## src/rtl/debug_pkg.sv

```systemverilog
// Shared definitions for the debug snapshot history buffer:
// sizing helper, readout FSM states and pipeline field indices.
package debug_pkg;

    // Returns the number of bits needed to hold the value depth.
    function automatic int clogb2(input int depth);
        int r;
        int d;
        r = 0;
        d = depth;
        while (d > 0) begin
            r = r + 1;
            d = d >> 1;
        end
        return r;
    endfunction

    typedef enum logic {
        IDLE   = 1'b0,
        STREAM = 1'b1
    } estado_t;

    localparam int CAMPO_PC          = 0;
    localparam int CAMPO_ADDER_PC    = 1;
    localparam int CAMPO_INSTRUCCION = 2;
    localparam int CAMPO_CICLOS      = 3;
    localparam int CAMPO_BRANCH      = 4;
    localparam int CAMPO_DATA_A      = 5;
    localparam int CAMPO_DATA_B      = 6;
    localparam int CAMPO_CONTROL     = 7;

endpackage

```

## src/rtl/debug_snapshot_mem.sv

```systemverilog
// Snapshot storage: full-snapshot write port and one registered
// word read port addressed by (slot, field).
module debug_snapshot_mem
    import debug_pkg::*;
#(
    parameter int LONGITUD_DATO  = 32,
    parameter int CANT_CAMPOS    = 8,
    parameter int CANT_SNAPSHOTS = 4,
    parameter int PTR_W          = 2,
    parameter int IDX_W          = 3
) (
    input  logic                                   i_clock,
    input  logic                                   i_we,
    input  logic [PTR_W-1:0]                       i_wr_slot,
    input  logic [CANT_CAMPOS*LONGITUD_DATO-1:0]   i_wr_campos,
    input  logic [PTR_W-1:0]                       i_rd_slot,
    input  logic [IDX_W-1:0]                       i_rd_campo,
    output logic [LONGITUD_DATO-1:0]               o_dato
);

    logic [LONGITUD_DATO-1:0] r_mem [CANT_SNAPSHOTS][CANT_CAMPOS];
    logic [LONGITUD_DATO-1:0] r_dato;

    always_ff @(posedge i_clock) begin
        if (i_we) begin
            for (int k = 0; k < CANT_CAMPOS; k++) begin
                r_mem[i_wr_slot][k] <= i_wr_campos[k*LONGITUD_DATO +: LONGITUD_DATO];
            end
        end
        r_dato <= r_mem[i_rd_slot][i_rd_campo];
    end

    assign o_dato = r_dato;

endmodule

```

## src/rtl/debug_snapshot_buffer.sv

```systemverilog
// Multi-snapshot debug history buffer with trace/stop capture
// modes and a word-by-word valid/ready readout stream.
module debug_snapshot_buffer
    import debug_pkg::*;
#(
    parameter int LONGITUD_DATO  = 32,
    parameter int CANT_CAMPOS    = 8,
    parameter int CANT_SNAPSHOTS = 4
) (
    input  logic                                       i_clock,
    input  logic                                       i_soft_reset,
    input  logic                                       i_capture_enable,
    input  logic [CANT_CAMPOS*LONGITUD_DATO-1:0]       i_campos,
    input  logic                                       i_modo,
    input  logic                                       i_clear,
    input  logic                                       i_read_req,
    input  logic [clogb2(CANT_SNAPSHOTS-1)-1:0]        i_read_sel,
    input  logic                                       i_dato_ready,
    output logic [LONGITUD_DATO-1:0]                   o_dato,
    output logic                                       o_dato_valid,
    output logic                                       o_last,
    output logic                                       o_busy,
    output logic                                       o_error,
    output logic [clogb2(CANT_SNAPSHOTS)-1:0]          o_count,
    output logic                                       o_full,
    output logic                                       o_overflow
);

    localparam int PTR_W = clogb2(CANT_SNAPSHOTS-1);
    localparam int CNT_W = clogb2(CANT_SNAPSHOTS);
    localparam int IDX_W = (CANT_CAMPOS > 1) ? clogb2(CANT_CAMPOS-1) : 1;

    estado_t                  r_estado, w_estado_n;
    logic [PTR_W-1:0]         r_wr_ptr, r_rd_slot, w_rd_slot_n;
    logic [PTR_W-1:0]         w_req_slot, w_prot_slot;
    logic [CNT_W-1:0]         r_count;
    logic [IDX_W-1:0]         r_idx, w_idx_n;
    logic                     r_overflow, r_error;
    logic                     w_full, w_sel_ok, w_req_ok, w_req_bad;
    logic                     w_prot, w_hit, w_we, w_last;
    logic [LONGITUD_DATO-1:0] w_mem_dato;

    assign w_full     = (r_count == CNT_W'(CANT_SNAPSHOTS));
    assign w_req_slot = r_wr_ptr - PTR_W'(1) - i_read_sel;
    assign w_sel_ok   = (CNT_W'(i_read_sel) < r_count);
    assign w_req_ok   = (r_estado == IDLE) && i_read_req && !i_clear && w_sel_ok;
    assign w_req_bad  = (r_estado == IDLE) && i_read_req && !i_clear && !w_sel_ok;
    assign w_last     = (r_idx == IDX_W'(CANT_CAMPOS-1));

    // The slot being streamed (or about to be) must never be overwritten.
    assign w_prot      = (r_estado == STREAM) || w_req_ok;
    assign w_prot_slot = (r_estado == STREAM) ? r_rd_slot : w_req_slot;
    assign w_hit       = w_prot && (r_wr_ptr == w_prot_slot);
    assign w_we        = i_capture_enable && !i_clear && !w_hit && !(w_full && i_modo);

    always_comb begin
        w_estado_n  = r_estado;
        w_rd_slot_n = r_rd_slot;
        w_idx_n     = r_idx;
        if (i_clear) begin
            w_estado_n = IDLE;
        end else begin
            case (r_estado)
                IDLE: begin
                    if (w_req_ok) begin
                        w_estado_n  = STREAM;
                        w_rd_slot_n = w_req_slot;
                        w_idx_n     = '0;
                    end
                end
                STREAM: begin
                    if (i_dato_ready) begin
                        if (w_last) w_estado_n = IDLE;
                        else        w_idx_n    = r_idx + IDX_W'(1);
                    end
                end
                default: w_estado_n = IDLE;
            endcase
        end
    end

    always_ff @(posedge i_clock) begin
        if (i_soft_reset) begin
            r_estado  <= IDLE;
            r_rd_slot <= '0;
            r_idx     <= '0;
        end else begin
            r_estado  <= w_estado_n;
            r_rd_slot <= w_rd_slot_n;
            r_idx     <= w_idx_n;
        end
    end

    always_ff @(posedge i_clock) begin
        if (i_soft_reset) begin
            r_wr_ptr   <= '0;
            r_count    <= '0;
            r_overflow <= 1'b0;
            r_error    <= 1'b0;
        end else begin
            r_error <= w_req_bad;
            if (i_clear) begin
                r_wr_ptr   <= '0;
                r_count    <= '0;
                r_overflow <= 1'b0;
            end else begin
                if (w_we) begin
                    r_wr_ptr <= r_wr_ptr + PTR_W'(1);
                    if (!w_full) r_count <= r_count + CNT_W'(1);
                end
                if (i_capture_enable && (w_full || w_hit)) r_overflow <= 1'b1;
            end
        end
    end

    // Read address follows next-state so the word lands with valid.
    debug_snapshot_mem #(
        .LONGITUD_DATO  (LONGITUD_DATO),
        .CANT_CAMPOS    (CANT_CAMPOS),
        .CANT_SNAPSHOTS (CANT_SNAPSHOTS),
        .PTR_W          (PTR_W),
        .IDX_W          (IDX_W)
    ) u_mem (
        .i_clock     (i_clock),
        .i_we        (w_we),
        .i_wr_slot   (r_wr_ptr),
        .i_wr_campos (i_campos),
        .i_rd_slot   (w_rd_slot_n),
        .i_rd_campo  (w_idx_n),
        .o_dato      (w_mem_dato)
    );

    assign o_dato_valid = (r_estado == STREAM);
    assign o_busy       = (r_estado == STREAM);
    assign o_last       = (r_estado == STREAM) && w_last;
    assign o_dato       = o_dato_valid ? w_mem_dato : '0;
    assign o_error      = r_error;
    assign o_count      = r_count;
    assign o_full       = w_full;
    assign o_overflow   = r_overflow;

endmodule

```

## config.mk

```make
export PLATFORM = sky130hd
export DESIGN_NAME = debug_snapshot_buffer
export DESIGN_NICKNAME = d
export VERILOG_FILES = /design/src/rtl/debug_pkg.sv /design/src/rtl/debug_snapshot_mem.sv /design/src/rtl/debug_snapshot_buffer.sv
export SDC_FILE = /design/constraint.sdc
export NUM_CORES = 1
export LEC_CHECK = 0
export CORE_MARGIN = 5
export CORE_UTILIZATION = 31
export DETAILED_ROUTE_END_ITERATION = 12
export GPL_TIMING_DRIVEN = 0
export SYNTH_ARGS = -nofsm -noshare
export SYNTH_HDL_FRONTEND = slang
export SYNTH_SLANG_ARGS = --single-unit
```

## constraint.sdc

```tcl
create_clock -name i_clock -period 16.2 [get_ports i_clock]
set_input_delay 3.24 -clock i_clock [delete_from_list [all_inputs] [get_ports i_clock]]
set_output_delay 3.24 -clock i_clock [all_outputs]
set_load 0.1 [all_outputs]
```

After elaboration in Yosys (flattened, before gate mapping)
Memories as Yosys holds them, arrays and structs flattened.
Cells that the tools add are included.
Widths: inputs -> output; s select.
{"block": "totals", "memories": 1, "ramBits": 1024, "in_bits": 265, "output_inout_bits": 41, "reg_bits": 45, "elab_cells": 60}
{"memory": "u_mem.r_mem", "depth": 4, "width": 256, "read_ports": 1, "rd_ports_with_merged_regs": 0, "wr": 1, "line": "debug_snapshot_mem.sv:21", "rtl": "logic [LONGITUD_DATO-1:0] r_mem [CANT_SNAPSHOTS][CANT_CAMPOS];"}
{"block": "classes", "muxes": 19, "n_lt_le_gt_ge": 2, "add_sub_neg": 5, "n_eq_ne": 3, "n_reduce_logical": 19, "n_bitwise": 3}
{"operator": "$bmux 32 s3", "n": 1}
{"operator": "$mux 32", "n": 3}
{"operator": "$mux 3", "n": 4}
{"operator": "$logic_and 1x1->1", "n": 11}
{"operator": "$mux 2", "n": 4}
{"operator": "$add 3x1->3 const B", "n": 2}
{"operator": "$eq 3x3->1 const B", "n": 2}
{"operator": "$pmux 3 s2", "n": 1}
{"operator": "$mux 1", "n": 5}
{"operator": "$ge 4x4->1 const B", "n": 1}
{"operator": "$logic_not 1->1", "n": 4}
{"operator": "$not 3->4", "n": 1}
{"operator": "$lt 2x3->1", "n": 1}
{"operator": "$add 2x1->2 const B", "n": 1}
{"operator": "$eq 2x2->1", "n": 1}
{"operator": "$logic_or 1x1->1", "n": 2}
{"operator": "$not 1->1", "n": 2}
{"operator": "$pmux 1 s2", "n": 1}
{"operator": "$reduce_and 2->1", "n": 1}
{"operator": "$reduce_or 2->1", "n": 1}
{"operator": "$sub 2x1->2 const B", "n": 1}
{"operator": "$sub 2x2->2", "n": 1}

Longest topological paths before layout
{"block": "depth", "ltp_word": 11, "depth_mapped": 14, "depth_no_buf": 9}

Hierarchy
Synthesis repeated with hierarchy kept, for this count alone.
{"block": "hier_totals", "cells_unflattened": 2345, "hier_area_um2": 41315.9}
{"mod": "debug_snapshot_mem", "cells_each": 2219, "seq_area_each_um2": 31390.1, "instances": 1, "area_per_inst_um2": 40307.4}
{"mod": "debug_snapshot_buffer", "cells_each": 126, "seq_area_each_um2": 260.2, "instances": 1, "area_per_inst_um2": 1008.5}

Worst setup path after synthesis
No wires, ideal clock.
{"block": "synth_path", "path_type": "input to register", "startpoint": "input port i_read_sel[1]", "endpoint": "memory u_mem.r_mem[2][100] (netlist name) (enable)", "t_required_ps": 15551, "stages": 6, "n_path_buf": 0, "path_slack_ps": 5065, "setup_ps": 649, "t_arrival_ps": 10486, "path_cell_list": "ha_1 -> o21bai_2 -> o211a_1 -> a211o_1 -> a31oi_1 -> and2_1"}
{"block": "synth_between", "elab_chain_cells": 9, "elab_cells_between_ends": 12, "classes_between": "1 x add/sub; 1 x order compare; 1 x eq/ne; 3 x mux; 6 x reduce/logical"}
{"element": "start, declared", "line": "debug_snapshot_buffer.sv:17", "rtl": "input logic [clogb2(CANT_SNAPSHOTS-1)-1:0] i_read_sel,"}
{"element": "$sub 2x2->2 / $lt 2x3->1 (equally long branches)", "line": "debug_snapshot_buffer.sv:44, debug_snapshot_buffer.sv:45"}
{"element": "$mux 2 / $logic_and 1x1->1 (equally long branches)", "line": "debug_snapshot_buffer.sv:52, debug_snapshot_buffer.sv:46"}
{"element": "$eq 2x2->1 / $logic_or 1x1->1 (equally long branches)", "line": "debug_snapshot_buffer.sv:53, debug_snapshot_buffer.sv:51"}
{"element": "$logic_and 1x1->1 *", "line": "debug_snapshot_buffer.sv:53", "rtl": "assign w_hit = w_prot && (r_wr_ptr == w_prot_slot);"}
{"element": "$logic_not 1->1 *", "line": "debug_snapshot_buffer.sv:54", "rtl": "assign w_we = i_capture_enable && !i_clear && !w_hit && !(w_full && i_modo);"}
{"element": "$logic_and 1x1->1 * (2 in a row)", "line": "debug_snapshot_buffer.sv:54"}
{"element": "$mux 1 *", "line": "debug_snapshot_mem.sv:25", "rtl": "if (i_we) begin"}
{"element": "$mux 1 (implied by the code) *", "line": "debug_snapshot_mem.sv:27", "rtl": "r_mem[i_wr_slot][k] <= i_wr_campos[k*LONGITUD_DATO +: LONGITUD_DATO];"}
{"element": "end, declared", "line": "debug_snapshot_mem.sv:21"}
Every way passes the cells marked *; elsewhere a longest branch is shown, timed or not.

Final worst setup path
{"block": "layout_path", "startpoint": "input port i_read_sel[1]", "endpoint": "memory u_mem.r_mem[3][202] (netlist name) (enable)"}
The elaborated chain is that of the path after synthesis.

==> impl_metrics.json <==
{
  "outcome": "finished, final reports clean",
  "placeable_core_region_um2": 133000,
  "ys_dominant_reg_cell": "edfxtp_1",
  "fin_cells": 4648,
  "grt.total_usage_pct": 16.4,
  "grt_max_degree": 59,
  "synth-seq-cells": 1069,
  "syn_avg_cell_area_um2": 17.8,
  "gr-max-usage-layer": "met2",
  "finalNetCount": 3032,
  "worstSetupEndpointType": "register",
  "critical_r2r_capture": "u_mem.o_dato[14]$_DFF_P_",
  "pin_count": 306,
  "cts_max_level": 3,
  "vias": 22400,
  "cts_repair_resize_count": 0,
  "nets_in_the_synthesized_netlist": 2593,
  "postRouteWirelength_um": 118000,
  "die_height_um": 375,
  "drcViolationCount": 0,
  "finalSetupViolations": 0,
  "finalCriticalPeriod_ns": 7.09,
  "maxClockFrequency_ghz": 0.141,
  "p_per_area_nw_per_um2": 118,
  "die-area_um2": 141000,
  "hold_class": "reg -> reg",
  "worst_min_delay_path_startpoint": "o_count[1]$_SDFFE_PP0P_",
  "effective_utilization_at_floorplan_pct": 31.1,
  "crit_slowest_cell": "and2_4",
  "finalHoldWorstSlack_ns": 0.556,
  "wire_length_of_the_first_global_routing_pass_um": 165000,
  "path_clk_slew_ns": 0.06,
  "placed_wire_length_estimate_um": 83200,
  "grt.met2_usage_pct": 26.9,
  "timing_worst_setup_path_type": "in -> reg",
  "cts_buffer_depth": 3,
  "synth_to_layout_area_growth_pct": 23.2,
  "final_hold_fails": 0,
  "detailedRoute.firstIterationViolations": 2053,
  "layout.cells.most_common": "edfxtp_1",
  "area_of_the_mapped_netlist_um2": 41400,
  "die_w_um": 375,
  "routabilityCongestion": 0.766,
  "min_path_cells": 2,
  "layout.filler_cells": 12100,
  "critPathArrivalTime_ns": 7.46,
  "path_common_cell": "buf_16",
  "cts.repair_timing.setup_buffer_count": 0,
  "worstPathRequired_ns": 16.57,
  "synth_enable_flop_cells": 1024,
  "grt_overflow_total": 0,
  "viasPerCell": 4.83,
  "leakagePower_uw": 0.0165,
  "port_buffers": 305,
  "clkLatencyLatePin_ns": 0.74,
  "placedCellCount": 4413,
  "startpoint_type": "primary input",
  "detail-route-antenna-nets": 0,
  "total_of_hold_buffers_inserted_after_clock_tree_synthesis": 0,
  "met3_usage_pct": 4.94,
  "synth-seq-area-share_pct": 76.5,
  "rr_startpoint": "o_busy$_SDFF_PP0_",
  "critical_path_peak_fanout": 53,
  "final-max-slew-violation-count": 0,
  "layout-drive-gt1-share_pct": 11.5,
  "worst_pin_slew_ns": 1.32,
  "synthesis.instances": 2319,
  "yosys_warnings": 0,
  "vdd_drop_max_v": 0.0000858,
  "cts_tree": "built",
  "slew_headroom_pct": 11.8,
  "layout.cells.most_common_list": "edfxtp_1, mux2i_1, clkdlybuf4s50_1",
  "min_delay_worst_endpoint": "o_count[1]$_SDFFE_PP0P_",
  "crit_chain": "clkdlybuf4s50_1, ha_1, o21bai_2, o211a_1, a211o_1, a31oi_1, and2_4, buf_16, buf_12, buf_16",
  "floorplan.rows": 134,
  "worst-r2r-cell-count": 9,
  "cts_inserted_buffers": 111,
  "maxCapViolCount": 0,
  "first_pass_iteration_count_of_the_detailed_router": 7,
  "clock_sinks": 1069,
  "async_flop_share_pct": 0,
  "timing.reg2reg.setup_slack_ns": 11.69,
  "share_of_the_clock_period_used_by_the_worst_path_pct": 43.7,
  "rsz0062_at_grt": "false",
  "wl_per_cell_um": 25.5,
  "fin_skew_ns": 0.0548,
  "yosys.cell_types.count": 52,
  "postLayoutCoreUtil_pct": 38.3,
  "antenna_found_initial": 65,
  "slowest_delay_ns": 0.84,
  "met1_track_usage_gr_pct": 21.4,
  "cts-root-buf": "clkbuf_16",
  "first_global_vias": 22100
}
==> routing by layer <==
metal	vias to the layer above	wire length [um]
met3	165	10700
li1	10100	-
met1	11300	48200
met4	36	2060
met5	-	249
met2	774	57200
==> cell type report <==
cell class              instances  area (um^2)  share of cell area, %
clock inverters                52          622                   1.22
flip-flops and latches       1069        31700                   62.1
diodes                         27         67.6                  0.133
plain buffers                 134          801                   1.57
well taps                    1768         2210                   4.34
inverters                       8         30.0                 0.0589
multi-input cells            1108         8890                   17.5
repair buffers                326         3590                   7.04
clock buffers                 156         3080                   6.04
==> state kept, by name (all words and copies together), names as in the netlist <==
register,flops
o_overflow,1
u_mem.o_dato,32
o_error,1
r_rd_slot,2
o_busy,1
r_wr_ptr,2
o_count,3
u_mem.r_mem,1024
r_idx,3
==> worst max-delay path by stage <==
stage | startpoint | to | slack (ns)
5_1_grt | i_read_sel[1] | u_mem.r_mem[3][198]$_DFFE_PP_ | 8.88
4_1_cts | i_read_sel[1] | u_mem.r_mem[3][235]$_DFFE_PP_ | 9.09
3_5_place_dp | i_read_sel[1] | u_mem.r_mem[3][201]$_DFFE_PP_ | 8.33
2_1_floorplan | i_read_sel[1] | u_mem.r_mem[2][100]$_DFFE_PP_ | 5.06
3_3_place_gp | i_read_sel[1] | u_mem.r_mem[1][232]$_DFFE_PP_ | -0.89
6_report | i_read_sel[1] | u_mem.r_mem[3][202]$_DFFE_PP_ | 9.11
==> stage by stage <==
step	setup WS (ns)	cell area, um^2	power, uW	setup TNS (ns)
after floorplan	5.06	41400	3350	0
after global placement	-0.889	46600	3520	-831.26
after detailed placement	8.33	47200	3520	0
after CTS	9.09	50900	6070	0
after global routing	8.88	50900	6200	0
final	9.11	50900	6000	0
==> synth_stat cells, types with 4 or more instances <==
cell      instances  area share [%]
clkbuf_1         57            0.52
edfxtp_1       1024              74
buf_6            20            0.54
a22oi_1           4           0.073
and2_1           38            0.57
buf_1             7           0.064
nand2_1         195             1.8
nand3_1          95             1.1
ha_1              9            0.27
o22ai_1          96             1.5
dfxtp_1          45             2.2
xnor2_1           4           0.085
buf_4            12            0.22
buf_2            34            0.41
mux4_2           64             3.5
nor4_1           31            0.47
mux2i_1         381             9.2
inv_1             8           0.073
nor2_1           14            0.13
o32ai_1          32            0.68
a21oi_1         102             1.2
==> worst max-delay path, delay by kind of cell <==
| family | cells | cell delay [ns] |
|---|---|---|
| AO/OA/AOI/OAI | 4 | 1.52 |
| buffers and inverters | 4 | 1.45 |
| AND/OR/NAND/NOR | 1 | 0.84 |
| adder cells (fa/ha/maj) | 1 | 0.26 |
==> kinds of logic (layout without fill, tap and decap cells) <==
family / count (synthesis) / in the layout / share of synthesized area (%)
AOI/OAI and AO/OA: 257 / 257 / 3.88
xor gates and xnor gates: 5 / 5 / 0.142
adders and majority gates: 9 / 9 / 0.272
buffers and inverters: 142 / 676 / 2.01
DFF: 1069 / 1069 / 76.5
muxes: 445 / 445 / 12.7
other: 0 / 27 / 0
and+or+nand+nor: 392 / 392 / 4.47
==> power breakdown <==
part,internal [uW],total (uW),leakage (uW),switching [uW]
registers,3080,3090,0.00967,10.9
clock network,1480,2550,0.00180,1070
logic,159,360,0.00506,201
No activity file was read; power rests on OpenSTA's default activity.
